**src/rtl/cfu_add_sequencer.sv**
```systemverilog
// Host-facing controller for the shared int8 add unit. Operand pairs are queued, issued one at
// a time, and their results are queued for the host. Config commands are forwarded only once idle.
module cfu_add_sequencer #(
  parameter int DEPTH = 8
) (
  input  logic        clk,
  input  logic        reset,
  input  logic        cmd_valid,
  output logic        cmd_ready,
  input  logic [9:0]  cmd_payload_function_id,
  input  logic [31:0] cmd_payload_inputs_0,
  input  logic [31:0] cmd_payload_inputs_1,
  output logic        rsp_valid,
  input  logic        rsp_ready,
  output logic [31:0] rsp_payload_outputs_0,
  output logic        add_cmd_valid,
  input  logic        add_cmd_ready,
  output logic [9:0]  add_function_id,
  output logic [31:0] add_inputs_0,
  output logic [31:0] add_inputs_1,
  input  logic        add_rsp_valid,
  output logic        add_rsp_ready,
  input  logic [31:0] add_rsp_outputs_0
);
  localparam int AW = $clog2(DEPTH);
  localparam int CW = AW + 1;
  localparam logic [6:0] OP_CFG0 = 7'd0, OP_CFG1 = 7'd1, OP_PUSH = 7'd2,
                         OP_POP = 7'd3, OP_STATUS = 7'd4, OP_CLEAR = 7'd5;

  typedef enum logic [2:0] {H_IDLE, H_RSP, H_DRAIN, H_FWD, H_FWAIT, H_POPW, H_CLR} host_state_t;
  typedef enum logic [1:0] {E_IDLE, E_ISSUE, E_WAIT} eng_state_t;

  host_state_t r_hstate, w_hstate_next;
  eng_state_t  r_estate, w_estate_next;

  logic [63:0]   r_in_mem [DEPTH];
  logic [31:0]   r_res_mem [DEPTH];
  logic [AW-1:0] r_in_wp, r_in_rp, r_res_wp, r_res_rp;
  logic [CW-1:0] r_in_count, r_res_count;
  logic          r_overflow;
  logic [31:0]   r_rsp_data, w_rsp_data_next;
  logic [6:0]    r_fwd_f7;
  logic [31:0]   r_fwd_in0, r_fwd_in1;

  logic [6:0]    w_f7;
  logic          w_cmd_fire, w_eng_busy, w_in_empty, w_in_full, w_res_empty, w_res_full;
  logic          w_in_push, w_in_pop, w_res_push, w_res_pop, w_flush;
  logic          w_ovf_set, w_ovf_clr, w_fwd_load, w_host_owns_add;
  logic [63:0]   w_in_head;
  logic [31:0]   w_res_head, w_status;
  logic [CW-1:0] w_push_cnt;
  logic          w_unused;

  assign w_unused   = ^cmd_payload_function_id[2:0];
  assign w_f7       = cmd_payload_function_id[9:3];
  assign cmd_ready  = (r_hstate == H_IDLE) && !rsp_valid;
  assign w_cmd_fire = cmd_valid && cmd_ready;
  assign rsp_valid  = (r_hstate == H_RSP);
  assign rsp_payload_outputs_0 = r_rsp_data;
  assign add_rsp_ready = 1'b1;

  assign w_eng_busy  = (r_estate != E_IDLE);
  assign w_in_empty  = (r_in_count == '0);
  assign w_in_full   = (r_in_count == CW'(DEPTH));
  assign w_res_empty = (r_res_count == '0);
  assign w_res_full  = (r_res_count == CW'(DEPTH));
  assign w_in_head   = r_in_mem[r_in_rp];
  assign w_res_head  = r_res_mem[r_res_rp];
  assign w_in_pop    = (r_estate == E_ISSUE) && add_cmd_ready;
  assign w_res_push  = (r_estate == E_WAIT) && add_rsp_valid;
  assign w_push_cnt  = r_in_count + CW'(1) - CW'(w_in_pop);
  assign w_status    = {8'h00, 8'(r_in_count), 8'(r_res_count), 6'h00, w_eng_busy, r_overflow};
  // The host blocks new issues while it forwards a config or is flushing the queues.
  assign w_host_owns_add = (r_hstate == H_FWD) || (r_hstate == H_FWAIT) || (r_hstate == H_CLR);

  always_comb begin
    w_hstate_next   = r_hstate;
    w_rsp_data_next = r_rsp_data;
    w_in_push = 1'b0;
    w_res_pop = 1'b0;
    w_flush   = 1'b0;
    w_ovf_set = 1'b0;
    w_ovf_clr = 1'b0;
    w_fwd_load = 1'b0;
    case (r_hstate)
      H_IDLE: if (w_cmd_fire) begin
        case (w_f7)
          OP_CFG0, OP_CFG1: begin
            w_fwd_load = 1'b1;
            w_rsp_data_next = 32'h0;
            w_hstate_next = H_DRAIN;
          end
          OP_PUSH: begin
            if (w_in_full) begin
              w_ovf_set = 1'b1;
              w_rsp_data_next = 32'hFFFF_FFFF;
            end else begin
              w_in_push = 1'b1;
              w_rsp_data_next = 32'(w_push_cnt);
            end
            w_hstate_next = H_RSP;
          end
          OP_POP: begin
            if (!w_res_empty) begin
              w_res_pop = 1'b1;
              w_rsp_data_next = w_res_head;
              w_hstate_next = H_RSP;
            end else if (!w_in_empty || w_eng_busy) begin
              w_hstate_next = H_POPW;
            end else begin
              w_rsp_data_next = 32'h0;
              w_hstate_next = H_RSP;
            end
          end
          OP_STATUS: begin
            w_ovf_clr = 1'b1;
            w_rsp_data_next = w_status;
            w_hstate_next = H_RSP;
          end
          OP_CLEAR: begin
            w_rsp_data_next = 32'h0;
            w_hstate_next = H_CLR;
          end
          default: begin
            w_rsp_data_next = 32'hDEAD_0000;
            w_hstate_next = H_RSP;
          end
        endcase
      end
      H_DRAIN: if (w_in_empty && !w_eng_busy) w_hstate_next = H_FWD;
      H_FWD:   if (add_cmd_ready) w_hstate_next = H_FWAIT;
      H_FWAIT: if (add_rsp_valid) w_hstate_next = H_RSP;
      H_POPW: if (!w_res_empty) begin
        w_res_pop = 1'b1;
        w_rsp_data_next = w_res_head;
        w_hstate_next = H_RSP;
      end
      H_CLR: if (!w_eng_busy) begin
        w_flush = 1'b1;
        w_hstate_next = H_RSP;
      end
      H_RSP:   if (rsp_ready) w_hstate_next = H_IDLE;
      default: w_hstate_next = H_IDLE;
    endcase
  end

  always_comb begin
    w_estate_next = r_estate;
    case (r_estate)
      E_IDLE:  if (!w_in_empty && !w_res_full && !w_host_owns_add) w_estate_next = E_ISSUE;
      E_ISSUE: if (add_cmd_ready) w_estate_next = E_WAIT;
      E_WAIT:  if (add_rsp_valid) w_estate_next = E_IDLE;
      default: w_estate_next = E_IDLE;
    endcase
  end

  always_comb begin
    add_cmd_valid   = 1'b0;
    add_function_id = 10'h000;
    add_inputs_0    = 32'h0;
    add_inputs_1    = 32'h0;
    if (r_hstate == H_FWD) begin
      add_cmd_valid   = 1'b1;
      add_function_id = {r_fwd_f7, 3'b000};
      add_inputs_0    = r_fwd_in0;
      add_inputs_1    = r_fwd_in1;
    end else if (r_estate == E_ISSUE) begin
      add_cmd_valid   = 1'b1;
      add_function_id = {OP_PUSH, 3'b000};
      add_inputs_0    = w_in_head[63:32];
      add_inputs_1    = w_in_head[31:0];
    end
  end

  always_ff @(posedge clk or posedge reset) begin
    if (reset) begin
      r_hstate   <= H_IDLE;
      r_estate   <= E_IDLE;
      r_rsp_data <= 32'h0;
      r_overflow <= 1'b0;
      r_fwd_f7   <= 7'h0;
      r_fwd_in0  <= 32'h0;
      r_fwd_in1  <= 32'h0;
    end else begin
      r_hstate   <= w_hstate_next;
      r_estate   <= w_estate_next;
      r_rsp_data <= w_rsp_data_next;
      if (w_flush || w_ovf_clr) r_overflow <= 1'b0;
      else if (w_ovf_set)       r_overflow <= 1'b1;
      if (w_fwd_load) begin
        r_fwd_f7  <= w_f7;
        r_fwd_in0 <= cmd_payload_inputs_0;
        r_fwd_in1 <= cmd_payload_inputs_1;
      end
    end
  end

  always_ff @(posedge clk or posedge reset) begin
    if (reset) begin
      r_in_wp <= '0; r_in_rp <= '0; r_in_count <= '0;
      r_res_wp <= '0; r_res_rp <= '0; r_res_count <= '0;
    end else if (w_flush) begin
      r_in_wp <= '0; r_in_rp <= '0; r_in_count <= '0;
      r_res_wp <= '0; r_res_rp <= '0; r_res_count <= '0;
    end else begin
      if (w_in_push)  r_in_wp  <= r_in_wp + AW'(1);
      if (w_in_pop)   r_in_rp  <= r_in_rp + AW'(1);
      if (w_res_push) r_res_wp <= r_res_wp + AW'(1);
      if (w_res_pop)  r_res_rp <= r_res_rp + AW'(1);
      r_in_count  <= r_in_count + CW'(w_in_push) - CW'(w_in_pop);
      r_res_count <= r_res_count + CW'(w_res_push) - CW'(w_res_pop);
    end
  end

  always_ff @(posedge clk) begin
    if (w_in_push)  r_in_mem[r_in_wp]   <= {cmd_payload_inputs_0, cmd_payload_inputs_1};
    if (w_res_push) r_res_mem[r_res_wp] <= add_rsp_outputs_0;
  end
endmodule
```
**config.mk**
```make
export PLATFORM = sky130hd
export DESIGN_NAME = cfu_add_sequencer
export DESIGN_NICKNAME = d
export VERILOG_FILES = /design/src/rtl/cfu_add_sequencer.sv
export SDC_FILE = /design/constraint.sdc
export NUM_CORES = 1
export LEC_CHECK = 0
export ABC_CLOCK_PERIOD_IN_PS = 9690
export CAP_MARGIN = 5
export CORE_ASPECT_RATIO = 1.2
export CORE_UTILIZATION = 35
export CTS_CLUSTER_SIZE = 40
export DETAILED_ROUTE_END_ITERATION = 6
export GPL_ROUTABILITY_DRIVEN = 0
export GPL_TIMING_DRIVEN = 0
export HOLD_SLACK_MARGIN = 0.03
export PLACE_DENSITY = 0.53
export SLEW_MARGIN = 20
export SYNTH_ARGS = -nofsm -noshare
export SYNTH_HDL_FRONTEND = slang
export SYNTH_SLANG_ARGS = --single-unit
```
**constraint.sdc**
```tcl
create_clock -name clk -period 9.69 [get_ports clk]
set_input_delay 1.938 -clock clk [delete_from_list [all_inputs] [get_ports clk]]
set_output_delay 1.938 -clock clk [all_outputs]
set_load 0.01 [all_outputs]
```
* Word level (Yosys, flattened, before mapping) *
Memory sizes are Yosys's and may differ from the RTL's.
Index checks and enable logic that the tools add are counted.
Widths: inputs -> output; s select.

cells by class
  reduce and logical (&&, ||, !) cells = 33
  add/subtract/negate cells = 10
  muxes and demuxes = 66
  eq/ne operators = 26

operators with widths
  kind                 number
  $mux 32              9
  $pmux 32 s4          1
  $pmux 32 s2          1
  $mux 3               17
  $mux 1               27
  $pmux 3 s7           1
  $ne 2x2->1 const B   9
  $eq 7x2->1 const B   2
  $eq 7x3->1 const B   2
  $reduce_bool 2->1    7
  $add 3x1->3 const B  4
  $sub 4x1->4          3
  $mux 10              1
  $eq 3x3->1 const B   3
  $pmux 3 s3           1
  $add 4x1->4          2
  $eq 4x4->1 const B   2
  $logic_not 4->1      2
  $mux 4               2
  $eq 7x1->1 const B   1
  $logic_and 1x1->1    7
  $logic_not 7->1      1
  $reduce_and 7->1     1
  $eq 3x2->1 const B   2
  18 further kinds     27

storage, ports and cells
  memories kept = 2
  register bits = 129
  logic and storage cells = 150
  output and inout port bits = 110
  input bits = 112
  memory bits (writable) = 768

memories
  name       depth  width  rd ports  clocked after Yosys merged registers in  wr ports  line  text
  r_in_mem   8      64     1         0                                        1         36    logic [63:0] r_in_mem [DEPTH];
  r_res_mem  8      32     1         0                                        1         37    logic [31:0] r_res_mem [DEPTH];

* Logic depth before layout (Yosys ltp) *
  depth after elaboration = 9
  mapped depth = 11

* Worst setup path after synthesis *
No wires, ideal clock.

  kind = input -> register
  start point = in cmd_payload_function_id[6]
  end point = mem r_in_mem[0][0] (enable)
  library setup time = 0.565 ns
  stages = 5
  data required time = 9.125 ns
  path buffers = 0
  slack = 1.592 ns
  arrival = 7.533 ns
  cell sequence = or4_4 -> nor2_2 -> nand3_1 -> or2_1 -> nor3_1

on the way
  cells in the longest elaborated chain, start to end = 6

ends and longest elaborated chain
  element                       line  text
  start: declaration            10    input logic [9:0] cmd_payload_function_id,
  $eq 7x2->1                    87    case (w_f7)
  $mux 1                        87
  $mux 1                        86    H_IDLE: if (w_cmd_fire) begin
  $mux 1                        85    case (r_hstate)
  $mux 1                        216   if (w_in_push) r_in_mem[r_in_wp] <= {cmd_payload_inputs_0, cmd_payload_inputs_1};
  $mux 1 (implied by the code)  216
  end: declaration              36

No other way between the ends.

* Final worst setup path *
  start point = reg r_hstate[2]
  end point = out add_inputs_0[27]

on the way
  cells in the longest elaborated chain, start to end = 2

ends and longest elaborated chain
  element                   line  text
  start: declaration        33    host_state_t r_hstate, w_hstate_next;
  start signal: assignment  185   r_hstate <= w_hstate_next;
  $eq 3x2->1                162   if (r_hstate == H_FWD) begin
  $mux 32                   162
  end: declaration          19    output logic [31:0] add_inputs_0,

No other way between the ends.

==> results_dict.tcl <==
set metrics [dict create \
    core_um2 100000 \
    finalCritPeriodShare 0.611 \
    stdcell_area_um2 43600 \
    dr_total_vias 18000 \
    insertion_delay_ns 0.65 \
    gr-usage-all-layers 0.172 \
    synth_common_cells "edfxtp_1 (768), mux4_2 (192), dfrtp_1 (129)" \
    syn-cell-area_um2 35400 \
    grt_max_degree 70 \
    critical_path.max_stage_delay_ns 0.77 \
    hold_violations 0 \
    min_from "r_fwd_in1[17]" \
    cts_made_buffers 93 \
    fill_cells 8686 \
    cts_tree "yes" \
    dp_slack_ns 4.01 \
    place_area_um2 40400 \
    hold_path_class "register to register" \
    p_switching_mw 3.34 \
    relSlewSlack 0.255 \
    first_pass_iters 4 \
    async_flop_share 0.144 \
    power_density_nw_per_um2 265 \
    rrSetupSlack_ns 6.37 \
    skew_ns 0.0280 \
    area_growth_syn_to_layout_pct 22.9 \
    critPathKind "register to output pin" \
    netlist.area_leader.share 0.651 \
    ios 222 \
    swShare 0.289 \
    wl_per_cell_um 24.9 \
    cts-root-buf "clkbuf_16" \
    synth_top_area_cell "edfxtp_1" \
    ys_seq_area_frac 0.742 \
    power_frac_comb 0.289 \
    die_w_um 293 \
    overflow 0 \
    pwr-share-clk 0.321 \
    r2r-end "r_in_mem[1][42]" \
    drcViolationCount 0 \
    wl_um 87100 \
    cp_cell_sequence "clkbuf_1 > o21ai_0 > clkbuf_1 > clkbuf_1 > o21ai_0 > clkdlybuf4s50_1" \
    drv_slew 0 \
    ys_warn_count 0 \
    finalWorstSetupSlack_ns 3.77 \
    status "finished, final reports clean" \
    r2r_cells 7 \
    leakage_nw 14.7 \
    regToRegStartpoint "r_hstate[2]" \
    avgSynthCellArea_um2 20.2 \
    antenna_left 0 \
    seqCellArea_um2 26300 \
    ir_drop_mv 0.158 \
    whs_path_depth 1 \
    synth_most_common_cell "edfxtp_1" \
    worstSetupStartpointType "register" \
    antenna_found_initial 15 \
    place_hpwl_um 57000 \
    crit_fanout 11 \
    drive_above_1_share 0.246 \
    grt_pass1_wl_um 129000 \
    min_to "r_fwd_in1[17]" \
    clk_path_buf_depth 3 \
    ctsResizeCount 0 \
    synth_edf_count 768 \
    ys_types 63 \
    avgViaCountPerCell 5.13 \
    required_ns 7.75 \
    crit_top_cell "clkbuf_1" \
    cap_violations 0 \
    multi_input_area_um2 8700 \
    clock-sinks 897 \
    cts_setup_buffers 0 \
    post-route-min-period_ns 5.92 \
    fin_nets 2264 \
    cp-end-kind "output pin" \
    sequentialPowerShare 0.390 \
    die_y_um 351 \
    max_freq_ghz 0.169 \
    initial_core_util 0.354 \
    synth_ff_type "edfxtp_1" \
    path_clk_slew_ns 0.06 \
    rsz0062_at_grt "false" \
    ys_seq_elements 897 \
    syn_inst 1754 \
    ctsHoldBuffers 0 \
    worstMarginPinSlew_ns 1.11 \
    htreeDepth 3 \
    arrival_ns 3.98 \
    drtIter0Drc 1146 \
    cp_slowest_cell "clkbuf_1" \
    internal_power_mw 8.21 \
    dieArea_um2 103000 \
    grt_pass1_vias 19300 \
    io_buffers 214 \
    netlist_top_cells_area "edfxtp_1 (65%), mux4_2 (12%), dfrtp_1 (9.1%)" \
    setup_viol 0 \
    rows 127 \
]
-- flip-flops by register name, indices dropped and copies added (netlist names), 4 cells and up --
register,flops
r_res_count,4
r_res_mem,256
r_fwd_f7,7
r_in_count,4
rsp_payload_outputs_0,32
r_fwd_in1,32
r_in_mem,512
r_fwd_in0,32
-- worst max-delay path by stage --
stage,slack (ns),startpoint,endpoint,cells after the start
after global routing,3.49,r_hstate[2],add_inputs_0[27],6
after detailed placement,4.01,cmd_payload_function_id[3],r_in_mem[1][42],9
final,3.77,r_hstate[2],add_inputs_0[27],6
after CTS,3.58,r_hstate[2],add_inputs_0[27],6
after floorplan,1.59,cmd_payload_function_id[6],r_in_mem[0][0],5
after global placement,-4.48,cmd_payload_function_id[3],r_in_mem[0][38],6
-- final cells by class --
cell class | count | area share
timing repair buffer | 280 | 0.0728
clock inverter | 55 | 0.0159
inverter | 15 | 0.00146
multi-input combinational | 751 | 0.200
clock buffer | 120 | 0.0576
buffer | 93 | 0.0119
antenna | 4 | 0.000230
tap | 1290 | 0.0370
sequential | 897 | 0.603
-- routing by layer --
| layer | vias up | track usage | share of wire |
|---|---|---|---|
| met1 | 9525 | 0.216 | 0.41 |
| met2 | 478 | 0.300 | 0.51 |
| met5 | - | 0 | 0.0017 |
| li1 | 7818 | - | - |
| met4 | 24 | 0.0421 | 0.018 |
| met3 | 135 | 0.0405 | 0.064 |
-- power groups by stage --
stage	sequential (mW)	combinational [mW]	clock [mW]
after CTS	4.50	3.44	3.80
final	4.50	3.34	3.70
after detailed placement	4.58	3.43	0
after global routing	4.52	3.63	3.94
after floorplan	4.57	2.07	0
after global placement	4.58	3.38	0
-- metrics by stage --
step	cells	power, mW	utilization	hold WS [ns]	setup TNS, ns
6_report	3505	11.5	0.435	0.489	0
5_1_grt	3501	12.1	0.435	0.499	0
4_1_cts	3501	11.7	0.435	0.491	0
3_5_place_dp	3326	8.01	0.403	0.477	0
3_3_place_gp	3260	7.96	0.392	0.468	-781.08
2_1_floorplan	1756	6.64	-	0.455	0
-- worst max-delay path, delay by kind of cell (launching register included) --
kind | cells | cell delay, ns
buffers and inverters | 4 | 2.13
AOI/OAI and AO/OA | 2 | 0.72
DFF | 1 | 0.47
-- cell usage in the layout, fill, tap and decap left out, types with 7 or more instances in the layout --
cell               n
nand2_1           96
o21ai_0           70
clkinv_2          17
clkbuf_1          63
bufinv_16         13
buf_2             26
clkdlybuf4s50_1  214
dfrtp_1          129
mux4_2           192
mux2_4            60
clkinv_1           8
edfxtp_1         768
nor2_4            12
buf_4             34
nor2_1            48
mux2i_1           92
buf_12            25
a21oi_1           12
ha_1              19
nor2b_1           14
clkbuf_16         94
buf_16            14
and2_1             7
o22a_1            25
inv_1             14
mux2_2            11
buf_1             10
-- cell families (layout without fill, tap and decap cells) --
| logic type | after synthesis | count (layout) | share of synthesized area |
|---|---|---|---|
| flip-flops | 897 | 897 | 0.742 |
| adder cells (fa/ha/maj) | 21 | 21 | 0.00784 |
| buffers and inverters | 108 | 563 | 0.0162 |
| AO/OA/AOI/OAI | 139 | 139 | 0.0242 |
| multiplexers | 359 | 359 | 0.178 |
| AND/OR/NAND/NOR | 218 | 218 | 0.0293 |
| other | 2 | 8 | 0.000212 |
| XOR/XNOR | 10 | 10 | 0.00247 |
No activity file was read; power rests on OpenSTA's default activity.
